===== config.mk =====
export PLATFORM = sky130hd
export DESIGN_NAME = nn_layer_controller
export DESIGN_NICKNAME = d
export VERILOG_FILES = /design/src/rtl/nn_layer_controller_pkg.sv /design/src/rtl/nn_step_counter.sv /design/src/rtl/nn_layer_controller.sv
export SDC_FILE = /design/constraint.sdc
export NUM_CORES = 1
export LEC_CHECK = 0
export CAP_MARGIN = 20
export CORE_MARGIN = 5
export CORE_UTILIZATION = 50
export CTS_CLUSTER_SIZE = 10
export DETAILED_ROUTE_END_ITERATION = 10
export PLACE_DENSITY_LB_ADDON = 0.2
export RECOVER_POWER = 50
export SLEW_MARGIN = 20
export SYNTH_ARGS = -nofsm -noshare
export SYNTH_HDL_FRONTEND = slang
export SYNTH_HIERARCHICAL = 1
export SYNTH_SLANG_ARGS = --single-unit

===== constraint.sdc =====
create_clock -name clk -period 6 [get_ports clk]
set_input_delay 0.9 -clock clk [delete_from_list [all_inputs] [get_ports clk]]
set_output_delay 0.9 -clock clk [all_outputs]
set_load 0.02 [all_outputs]

===== src/rtl/nn_layer_controller_pkg.sv =====
// -----------------------------------------------------------------------------
// nn_layer_controller_pkg
//   Shared definitions for the two-layer neural-network sequencer:
//     - state_t      : sequencer state enumeration
//     - DEF_*        : default geometry / pipeline constants
//     - weight_words : number of weight-memory words one run consumes
//     - run_latency  : cycles from the start sample to the ready pulse
// -----------------------------------------------------------------------------
package nn_layer_controller_pkg;

    typedef enum logic [2:0] {
        IDLE  = 3'd0,
        CLEAR = 3'd1,
        ACC   = 3'd2,
        DRAIN = 3'd3,
        WRITE = 3'd4,
        DONE  = 3'd5
    } state_t;

    localparam int DEF_IN0     = 4;
    localparam int DEF_N0      = 3;
    localparam int DEF_N1      = 2;
    localparam int DEF_MAC_LAT = 1;
    localparam int DEF_AW      = 8;

    // Layer-0 weights occupy [0, IN0*N0), layer-1 weights follow directly.
    function automatic int weight_words(input int in0, input int n0, input int n1);
        return in0 * n0 + n0 * n1;
    endfunction

    // Each neuron costs CLEAR + K accumulates + MAC_LAT drain + WRITE,
    // plus one DONE cycle at the end of the run.
    function automatic int run_latency(input int in0, input int n0, input int n1,
                                       input int mac_lat);
        return weight_words(in0, n0, n1) + (n0 + n1) * (mac_lat + 2) + 1;
    endfunction

endpackage


===== src/rtl/nn_step_counter.sv =====
// -----------------------------------------------------------------------------
// nn_step_counter
//   Loadable up-counter with a terminal-count flag.  The count saturates at
//   the terminal value, so it never wraps within a run.
//
// Ports
//   i_clk      : clock, rising edge
//   i_rst_n    : asynchronous active-low reset (count -> 0)
//   i_load     : synchronous load of i_load_val (has priority over i_inc)
//   i_load_val : value loaded by i_load
//   i_inc      : advance the count by one unless it is already at i_term
//   i_term     : terminal (last) count value
//   o_count    : current count
//   o_done     : high while o_count equals i_term
// -----------------------------------------------------------------------------
module nn_step_counter #(
    parameter int W = 8
) (
    input  logic         i_clk,
    input  logic         i_rst_n,
    input  logic         i_load,
    input  logic [W-1:0] i_load_val,
    input  logic         i_inc,
    input  logic [W-1:0] i_term,
    output logic [W-1:0] o_count,
    output logic         o_done
);

    logic [W-1:0] r_count;
    logic         w_at_term;

    assign w_at_term = (r_count == i_term);

    always_ff @(posedge i_clk or negedge i_rst_n) begin
        if (!i_rst_n) begin
            r_count <= '0;
        end else if (i_load) begin
            r_count <= i_load_val;
        end else if (i_inc && !w_at_term) begin
            r_count <= r_count + W'(1);
        end
    end

    assign o_count = r_count;
    assign o_done  = w_at_term;

endmodule


===== src/rtl/nn_layer_controller.sv =====
// -----------------------------------------------------------------------------
// nn_layer_controller
//   Sequencer for a two-layer fully connected network computed on a single
//   MAC.  For every neuron it clears the accumulator, streams K input/weight
//   pairs (K = IN0 in layer 0, N0 in layer 1), waits MAC_LAT cycles for the
//   MAC pipeline to drain and then writes the activated result.  Weight
//   addresses run contiguously across both layers.  All strobes are driven
//   straight from flops.
//
// Parameters
//   IN0     : inputs per layer-0 neuron
//   N0      : layer-0 neurons (= inputs per layer-1 neuron)
//   N1      : layer-1 neurons
//   MAC_LAT : MAC pipeline depth in cycles (0 skips the drain state)
//   AW      : width of every address / index output
//
// Ports
//   clk      : clock, rising edge
//   rst      : asynchronous active-low reset
//   start    : run request, sampled in IDLE (and in DONE for back-to-back runs)
//   mac_clr  : clear MAC accumulator
//   mac_en   : accumulate current input * weight
//   in_addr  : input index within the current layer
//   in_sel   : input source, 0 = external, 1 = layer-0 activation buffer
//   w_addr   : linear weight-memory address
//   act_wr   : write the activated MAC result
//   act_addr : neuron index written by act_wr
//   layer    : current layer
//   busy     : high in every state except IDLE
//   ready    : one-cycle run-complete pulse
// -----------------------------------------------------------------------------
module nn_layer_controller
    import nn_layer_controller_pkg::*;
#(
    parameter int IN0     = DEF_IN0,
    parameter int N0      = DEF_N0,
    parameter int N1      = DEF_N1,
    parameter int MAC_LAT = DEF_MAC_LAT,
    parameter int AW      = DEF_AW
) (
    input  logic          clk,
    input  logic          rst,
    input  logic          start,
    output logic          mac_clr,
    output logic          mac_en,
    output logic [AW-1:0] in_addr,
    output logic          in_sel,
    output logic [AW-1:0] w_addr,
    output logic          act_wr,
    output logic [AW-1:0] act_addr,
    output logic          layer,
    output logic          busy,
    output logic          ready
);

    // ------------------------------------------------------------------
    // Elaboration-time parameter checks
    // ------------------------------------------------------------------
    if (IN0 < 1 || N0 < 1 || N1 < 1 || MAC_LAT < 0) begin : g_bad_geometry
        $error("nn_layer_controller: IN0/N0/N1 must be >= 1 and MAC_LAT >= 0");
    end

    if (AW < 1 || AW > 30 ||
        (weight_words(IN0, N0, N1) - 1) > ((2 ** AW) - 1)) begin : g_bad_aw
        $error("nn_layer_controller: AW too narrow for the weight address range");
    end

    // ------------------------------------------------------------------
    // Constants
    // ------------------------------------------------------------------
    localparam logic [AW-1:0] K0_LAST = AW'(IN0 - 1);
    localparam logic [AW-1:0] K1_LAST = AW'(N0 - 1);
    localparam logic [AW-1:0] N0_LAST = AW'(N0 - 1);
    localparam logic [AW-1:0] N1_LAST = AW'(N1 - 1);

    localparam int              DLW        = (MAC_LAT > 1) ? $clog2(MAC_LAT) : 1;
    localparam logic [DLW-1:0]  DRAIN_LAST = DLW'((MAC_LAT > 0) ? (MAC_LAT - 1) : 0);

    // ------------------------------------------------------------------
    // State and registered outputs
    // ------------------------------------------------------------------
    state_t          r_state;
    logic            r_layer;
    logic [AW-1:0]   r_w_addr;
    logic [DLW-1:0]  r_drain;
    logic            r_mac_clr;
    logic            r_mac_en;
    logic            r_act_wr;
    logic [AW-1:0]   r_act_addr;
    logic            r_ready;

    // ------------------------------------------------------------------
    // Counter control
    // ------------------------------------------------------------------
    logic            w_launch;
    logic            w_k_load;
    logic            w_k_inc;
    logic [AW-1:0]   w_k_term;
    logic [AW-1:0]   w_k_count;
    logic            w_k_done;
    logic            w_n_load;
    logic            w_n_inc;
    logic [AW-1:0]   w_n_term;
    logic [AW-1:0]   w_n_count;
    logic            w_n_done;

    // DONE also accepts start so a held request chains runs without an
    // intervening IDLE cycle.
    assign w_launch = start && ((r_state == IDLE) || (r_state == DONE));

    // k restarts in CLEAR so it reads 0 on the first accumulate cycle.
    assign w_k_load = (r_state == CLEAR);
    assign w_k_inc  = (r_state == ACC);
    assign w_k_term = r_layer ? K1_LAST : K0_LAST;

    // Neuron index restarts on a new run and on the layer-0 -> layer-1 hop.
    assign w_n_load = w_launch || ((r_state == WRITE) && w_n_done && !r_layer);
    assign w_n_inc  = (r_state == WRITE) && !w_n_done;
    assign w_n_term = r_layer ? N1_LAST : N0_LAST;

    nn_step_counter #(
        .W          (AW)
    ) u_k_cnt (
        .i_clk      (clk),
        .i_rst_n    (rst),
        .i_load     (w_k_load),
        .i_load_val ('0),
        .i_inc      (w_k_inc),
        .i_term     (w_k_term),
        .o_count    (w_k_count),
        .o_done     (w_k_done)
    );

    nn_step_counter #(
        .W          (AW)
    ) u_n_cnt (
        .i_clk      (clk),
        .i_rst_n    (rst),
        .i_load     (w_n_load),
        .i_load_val ('0),
        .i_inc      (w_n_inc),
        .i_term     (w_n_term),
        .o_count    (w_n_count),
        .o_done     (w_n_done)
    );

    // ------------------------------------------------------------------
    // Sequencer.  Each strobe is set on the same edge that enters the state
    // it belongs to, so strobes line up exactly with the state and are
    // mutually exclusive by construction.
    // ------------------------------------------------------------------
    always_ff @(posedge clk or negedge rst) begin
        if (!rst) begin
            r_state    <= IDLE;
            r_layer    <= 1'b0;
            r_w_addr   <= '0;
            r_drain    <= '0;
            r_mac_clr  <= 1'b0;
            r_mac_en   <= 1'b0;
            r_act_wr   <= 1'b0;
            r_act_addr <= '0;
            r_ready    <= 1'b0;
        end else begin
            r_mac_clr <= 1'b0;
            r_mac_en  <= 1'b0;
            r_act_wr  <= 1'b0;
            r_ready   <= 1'b0;

            case (r_state)
                IDLE: begin
                    if (w_launch) begin
                        r_state   <= CLEAR;
                        r_layer   <= 1'b0;
                        r_w_addr  <= '0;
                        r_mac_clr <= 1'b1;
                    end
                end

                CLEAR: begin
                    r_state  <= ACC;
                    r_mac_en <= 1'b1;
                end

                ACC: begin
                    r_w_addr <= r_w_addr + AW'(1);
                    if (w_k_done) begin
                        if (MAC_LAT == 0) begin
                            r_state    <= WRITE;
                            r_act_wr   <= 1'b1;
                            r_act_addr <= w_n_count;
                        end else begin
                            r_state <= DRAIN;
                            r_drain <= '0;
                        end
                    end else begin
                        r_mac_en <= 1'b1;
                    end
                end

                DRAIN: begin
                    if (r_drain == DRAIN_LAST) begin
                        r_state    <= WRITE;
                        r_act_wr   <= 1'b1;
                        r_act_addr <= w_n_count;
                    end else begin
                        r_drain <= r_drain + DLW'(1);
                    end
                end

                WRITE: begin
                    if (w_n_done && r_layer) begin
                        r_state <= DONE;
                        r_ready <= 1'b1;
                    end else begin
                        // Layer hop when layer 0 finishes; w_addr keeps running.
                        if (w_n_done) begin
                            r_layer <= 1'b1;
                        end
                        r_state   <= CLEAR;
                        r_mac_clr <= 1'b1;
                    end
                end

                DONE: begin
                    if (w_launch) begin
                        r_state   <= CLEAR;
                        r_layer   <= 1'b0;
                        r_w_addr  <= '0;
                        r_mac_clr <= 1'b1;
                    end else begin
                        r_state <= IDLE;
                    end
                end

                default: begin
                    r_state <= IDLE;
                end
            endcase
        end
    end

    // ------------------------------------------------------------------
    // Outputs
    // ------------------------------------------------------------------
    assign mac_clr  = r_mac_clr;
    assign mac_en   = r_mac_en;
    assign in_addr  = w_k_count;
    assign in_sel   = r_layer;
    assign w_addr   = r_w_addr;
    assign act_wr   = r_act_wr;
    assign act_addr = r_act_addr;
    assign layer    = r_layer;
    assign busy     = (r_state != IDLE);
    assign ready    = r_ready;

endmodule


==> results.yml, run 1 <==
global_routing:
  gr-total-overflow: 0
  grt_pass1_vias: 1641
  antenna_found_initial: 0
  grt.total_usage_pct: 15.37
  grt_pass1_wl_um: 7638
  grt_max_degree: 41
sta:
  clock-skew-final_ns: 0.004928
  min_period_over_period_pct: 49.11
  setup_tns_ns: 0
  finalMaxSlewViolations: 41
  fmax_mhz: 339.4
  setup_violations: 0
  max-slew-margin-rel_pct: -38.91
  worst_slew_pin_slew_ns: 2.084
  period_needed_ns: 2.947
  hold_violations: 0
  holdWs_ns: 0.5064
  worst_slack_ns: 3.053
  rsz0062_at_grt: "false"
clock_tree:
  cts.sinks: 40
  htree_num_levels: 2
  cts_buffers: 5
  cts_tree: "done"
  root_buffer: "clkbuf_8"
  cts_buffer_depth: 2
  cts.repair.resized: 0
  post_cts_buffers: 0
  cts_hold_buf: 0
  clk_pin_slew_ns: 0.07
  worstSkewPairLatency_ns: 0.29
synth:
  synth_top_family_by_area: "simple AND/OR/NAND/NOR gates"
  synth_xor_area_share_pct: 13.53
  syn_area_um2: 2312
  netlist_instances: 226
  synthDistinctLibCells: 39
  synth_mux_area_share_pct: 7.143
  yosysWarnings: 6
  synth_fa_ha_area_share_pct: 1.623
  ys_seq_area_share_pct: 43.29
  synth_compound_gate_area_share_pct: 11.85
  yosys.area_share.simple_pct: 18.94
  synth-seq-cells: 40
  avgSynthCellArea_um2: 10.23
critical_path:
  cp.depth: 7
  crit_end: "u_n_cnt/o_count[5]"
  required_ns: 6.18
  cp-start-kind: "flip-flop"
  slowest_delay_ns: 0.78
  arrival_ns: 3.12
  critPathKind: "flip-flop to flip-flop"
  crit_family: "simple AND/OR/NAND/NOR gates"
  slowest_stage: "a21oi_1"
  reg2reg_to: "u_n_cnt/o_count[5]"
  crit_buf_inv: 1
  cp-startpoint: "in_sel"
  regToRegSetupSlack_ns: 3.05
  cp_cell_sequence: "inv_1, xnor2_1, nand4_1, nor2_1, nand3_1, a21oi_1, mux2_2"
  cp-end-kind: "flip-flop"
  reg2reg_depth: 7
  path_max_fanout: 14
  regToRegStartpoint: "in_sel"
cells_and_area:
  seq_area_um2: 1001
  fillCellCount: 371
  post_layout_nonfiller_instances: 336
  num_antenna_cells: 0
  layout_commonest_cell: "dfrtp_1"
  final_cell_mix: "dfrtp_1, clkdlybuf4s50_1, conb_1"
  nNetsFinal: 290
  drive_gt1_share_pct: 11.62
  multiInputGateArea_um2: 1304
  area_growth_pct: 20.83
place:
  dp.cells: 329
  gp_routability_congestion: 0.7638
  dp_hpwl_um: 3114
  dp_worst_setup_slack_ns: 3.112
  io_buffer_count: 33
floorplan:
  die_height_um: 78.01
  fp.dieW_um: 78.01
  initial_core_util_pct: 52.38
  core_um2: 4414
  die_area_um2: 6085
  std_cell_rows: 24
  io_pins: 34
min_path:
  worstHoldStart: "act_addr[3]"
  hold_class: "flip-flop to flip-flop"
detailed_routing:
  drt_iter0_drc: 82
  drc: 0
  wl_per_cell_um: 13.07
  ant_nets: 0
  avgViaCountPerCell: 5.068
  wl_um: 4393
  dr.pass1.iters: 4
  num_vias: 1703
run_status:
  outcome: "complete, but fails checks"
  failed_checks: "capacitance limit, slew limit"
power_and_ir_drop:
  power.total_w: 0.001340
  ir_drop_mv: 0.2626
  power_leakage_nw: 1.155
  powerDensity_nw_per_um2: 479.5
flow_run:
  cap_violations: 1
[synthesized netlist by cell type]
library cell / instances / share of area (%)
o22ai_1: 1 / 0.27
nor2_2: 1 / 0.27
o21ai_2: 2 / 0.76
mux2_2: 12 / 5.8
nand4b_1: 1 / 0.38
or3b_4: 1 / 0.49
buf_6: 2 / 0.97
ha_1: 3 / 1.6
or3_2: 1 / 0.32
a21oi_1: 7 / 1.5
nand4_4: 4 / 3.7
o21ai_1: 6 / 1.3
xnor2_2: 2 / 1.4
mux2_4: 2 / 1.3
nor2b_1: 1 / 0.27
or2b_1: 1 / 0.32
dfrtp_1: 40 / 43
nand3_1: 9 / 1.9
nand2_1: 24 / 3.9
or3_1: 3 / 0.81
conb_1: 2 / 0.32
buf_2: 1 / 0.22
nor3_1: 1 / 0.22
and4_1: 3 / 1.1
a21o_1: 1 / 0.32
buf_4: 1 / 0.32
o21ai_0: 21 / 4.5
clkbuf_1: 5 / 0.81
and2b_2: 1 / 0.38
nor2_1: 17 / 2.8
o211ai_1: 4 / 1.3
inv_1: 6 / 0.97
nor4_4: 1 / 0.92
o21ai_4: 2 / 1.4
and2_1: 3 / 0.81
xnor2_1: 19 / 7.2
nand3b_1: 1 / 0.32
xor2_1: 13 / 4.9
o31a_2: 1 / 0.43
[per-stage QoR]
stage / utilization, % / instance area (µm²)
floorplan: - / 2414
global placement: 62.30 / 2750
detailed placement: 62.30 / 2750
CTS: 64.06 / 2828
global route: 63.29 / 2794
finish: 63.29 / 2794
[layout make-up]
type	count	area share, %
multi-input combinational	198	46.66
timing repair buffer	33	11.60
clock inverter	1	0.1791
clock buffer	6	2.597
sequential	40	35.83
tap	52	2.329
inverter	6	0.8061
[worst min path at each step]
stage / slack, ns / depth (start not counted) / endpoint
after detailed placement: 0.49 / 1 / act_addr[4]
after global placement: 0.49 / 1 / act_addr[1]
after global routing: 0.53 / 1 / act_addr[7]
after CTS: 0.51 / 1 / act_addr[3]
after floorplan: 0.56 / 1 / act_addr[6]
final: 0.51 / 1 / act_addr[3]
[registers in the layout, indices dropped and copies added, names as in the netlist]
name and count:
in_sel 1, ready 1, act_addr 8, w_addr 8, mac_clr 1, u_n_cnt/o_count 8
u_k_cnt/o_count 8, act_wr 1, r_state 3, mac_en 1
[layer usage]
layer	vias up	wire length [µm]	track usage (%)
met3	6	248	4.745
met4	0	45	3.547
met1	802	2100	20.38
met2	35	1999	24.71
li1	860	-	-
met5	-	0	0
[kinds of logic after synthesis]
kind of cell    after synthesis
xor+xnor                     34
compound gates               45
mux                          14
other cells                   2
flops                        40
fa+ha+maj                     3
simple gates                 73
buf+inv                      15
[worst register-to-register path, stage by stage (launching register included)]
cell     delay [ns]
dfrtp_1        0.43
inv_1          0.19
xnor2_1        0.15
nand4_1        0.38
nor2_1         0.37
nand3_1        0.11
a21oi_1        0.78
mux2_2         0.42
[report_power, final]
group / internal, W / switching, W
registers: 0.000375 / 0.000139
logic: 0.000324 / 0.000333
clock network: 0.0000791 / 0.0000898
Note: power is estimated with default switching activity, not from simulation.
==> run 2: changes to the inputs <==
--- a/config.mk
+++ b/config.mk
@@ -7,7 +7,7 @@
 export LEC_CHECK = 0
 export CAP_MARGIN = 20
 export CORE_MARGIN = 5
-export CORE_UTILIZATION = 50
+export CORE_UTILIZATION = 49
 export CTS_CLUSTER_SIZE = 10
 export DETAILED_ROUTE_END_ITERATION = 10
 export PLACE_DENSITY_LB_ADDON = 0.2
==> constraint.sdc (replaced) <==
create_clock -name clk -period 2.5 [get_ports clk]
set_input_delay 0.375 -clock clk [delete_from_list [all_inputs] [get_ports clk]]
set_output_delay 0.375 -clock clk [all_outputs]
set_load 0.02 [all_outputs]
==> results.yml, run 2 (synthesis results as in run 1) <==
run_status:
  outcome: "complete, but fails checks"
  failed_checks: "capacitance limit, slew limit"
power_and_ir_drop:
  power.total_w: 0.003322
  ir_drop_mv: 0.6299
  power_leakage_nw: 1.186
  powerDensity_nw_per_um2: 1162
detailed_routing:
  ant_nets: 0
  num_vias: 1708
  wl_per_cell_um: 12.94
  dr.pass1.iters: 4
  avgViaCountPerCell: 4.965
  wl_um: 4453
  drc: 0
  drt_iter0_drc: 68
cells_and_area:
  layout_commonest_cell: "dfrtp_1"
  drive_gt1_share_pct: 13.45
  num_antenna_cells: 0
  nNetsFinal: 295
  final_cell_mix: "dfrtp_1, clkdlybuf4s50_1, conb_1"
  area_growth_pct: 23.70
clock_tree:
  worstSkewPairLatency_ns: 0.30
  post_cts_buffers: 0
  cts.sinks: 40
  cts_buffers: 5
  clk_pin_slew_ns: 0.08
  root_buffer: "clkbuf_8"
  cts_buffer_depth: 2
  cts_tree: "done"
  htree_num_levels: 2
critical_path:
  cp_cell_sequence: "clkbuf_1, or3_2, clkdlybuf4s50_1"
  crit_end: "busy"
  cp-start-kind: "flip-flop"
  cp.depth: 3
  required_ns: 2.12
  arrival_ns: 1.99
  regToRegStartpoint: "in_sel"
  cp-end-kind: "output pin"
  reg2reg_depth: 7
  crit_family: "buffers and inverters"
  critPathKind: "flip-flop to output pin"
  slowest_delay_ns: 0.55
  crit_buf_inv: 2
  reg2reg_to: "u_n_cnt/o_count[5]"
  slowest_stage: "clkdlybuf4s50_1"
  regToRegSetupSlack_ns: 0.25
  cp-startpoint: "r_state[1]"
  path_max_fanout: 8
floorplan:
  core_um2: 4661
  std_cell_rows: 25
  die_height_um: 78.70
  initial_core_util_pct: 49.61
  fp.dieW_um: 78.70
  io_pins: 34
  die_area_um2: 6193
sta:
  finalMaxSlewViolations: 41
  max-slew-margin-rel_pct: -41.25
  hold_violations: 0
  fmax_mhz: 422.9
  clock-skew-final_ns: 0.01032
  setup_tns_ns: 0
  period_needed_ns: 2.365
  min_period_over_period_pct: 94.59
  worst_slew_pin_slew_ns: 2.119
  setup_violations: 0
  rsz0062_at_grt: "false"
place:
  gp_routability_congestion: 0.8145
  io_buffer_count: 33
  dp_hpwl_um: 3265
global_routing:
  grt_use_met2_pct: 24.96
  grt_pass1_wl_um: 7879
  grt_max_degree: 41
  met3_usage_pct: 4.422
  gr-total-overflow: 0
  grt_pass1_vias: 1665
  antenna_found_initial: 0
  grt-busiest-layer: "met2"
  grt_use_met1_pct: 21.94
  grt.total_usage_pct: 16.26
flow_run:
  cap_violations: 1
min_path:
  hold_class: "flip-flop to flip-flop"
## run 2: cell type report
type,instances,area [µm²]
fillers,399,1800
well taps,54,67.56
clock inverters,1,7.507
flip-flops and latches,40,1001
inverters,6,22.52
clock buffers,7,86.33
multi-input cells,198,1321
repair buffers,38,354.1
## run 2: per-stage QoR
step / cells / hold WS (ns) / setup WS, ns / instance area (µm²) / util, %
finish: 344 / 0.5055 / 0.1352 / 2860 / 61.37
global route: 344 / 0.5274 / 0.03756 / 2860 / 61.37
CTS: 344 / 0.2245 / 0.1714 / 2884 / 61.88
detailed placement: 336 / 0.4937 / 0.2270 / 2790 / 59.87
global placement: 336 / 0.4878 / 0.3406 / 2790 / 59.87
floorplan: 253 / 0.07941 / 0.2996 / 2414 / -
## run 2: what timing repair did
action	CTS	global route
setup endpoints to repair	0	2
gates resized for setup	0	1
hold buffers	0	0
## run 2: power breakdown
group	total (W)	leakage [nW]	internal, W	switching [W]
sequential	0.00121	0.509	0.000901	0.000309
combinational	0.00166	0.633	0.000808	0.000852
clock	0.000453	0.0445	0.000224	0.000229
## run 2: worst min-delay path by stage
stage,slack [ns],cells after the start,from,end
floorplan,0.08,0,rst,act_addr[0]
global placement,0.49,1,act_addr[5],act_addr[5]
detailed placement,0.49,1,act_addr[0],act_addr[0]
CTS,0.22,1,rst,w_addr[5]
global route,0.53,1,act_addr[5],act_addr[5]
finish,0.51,1,act_addr[2],act_addr[2]
## run 2: metal layers
| layer | vias to the layer above | share of wire [%] |
|---|---|---|
| met5 | - | 0 |
| li1 | 872 | - |
| met3 | 8 | 4.6 |
| met4 | 0 | 1.6 |
| met1 | 795 | 49 |
| met2 | 33 | 45 |
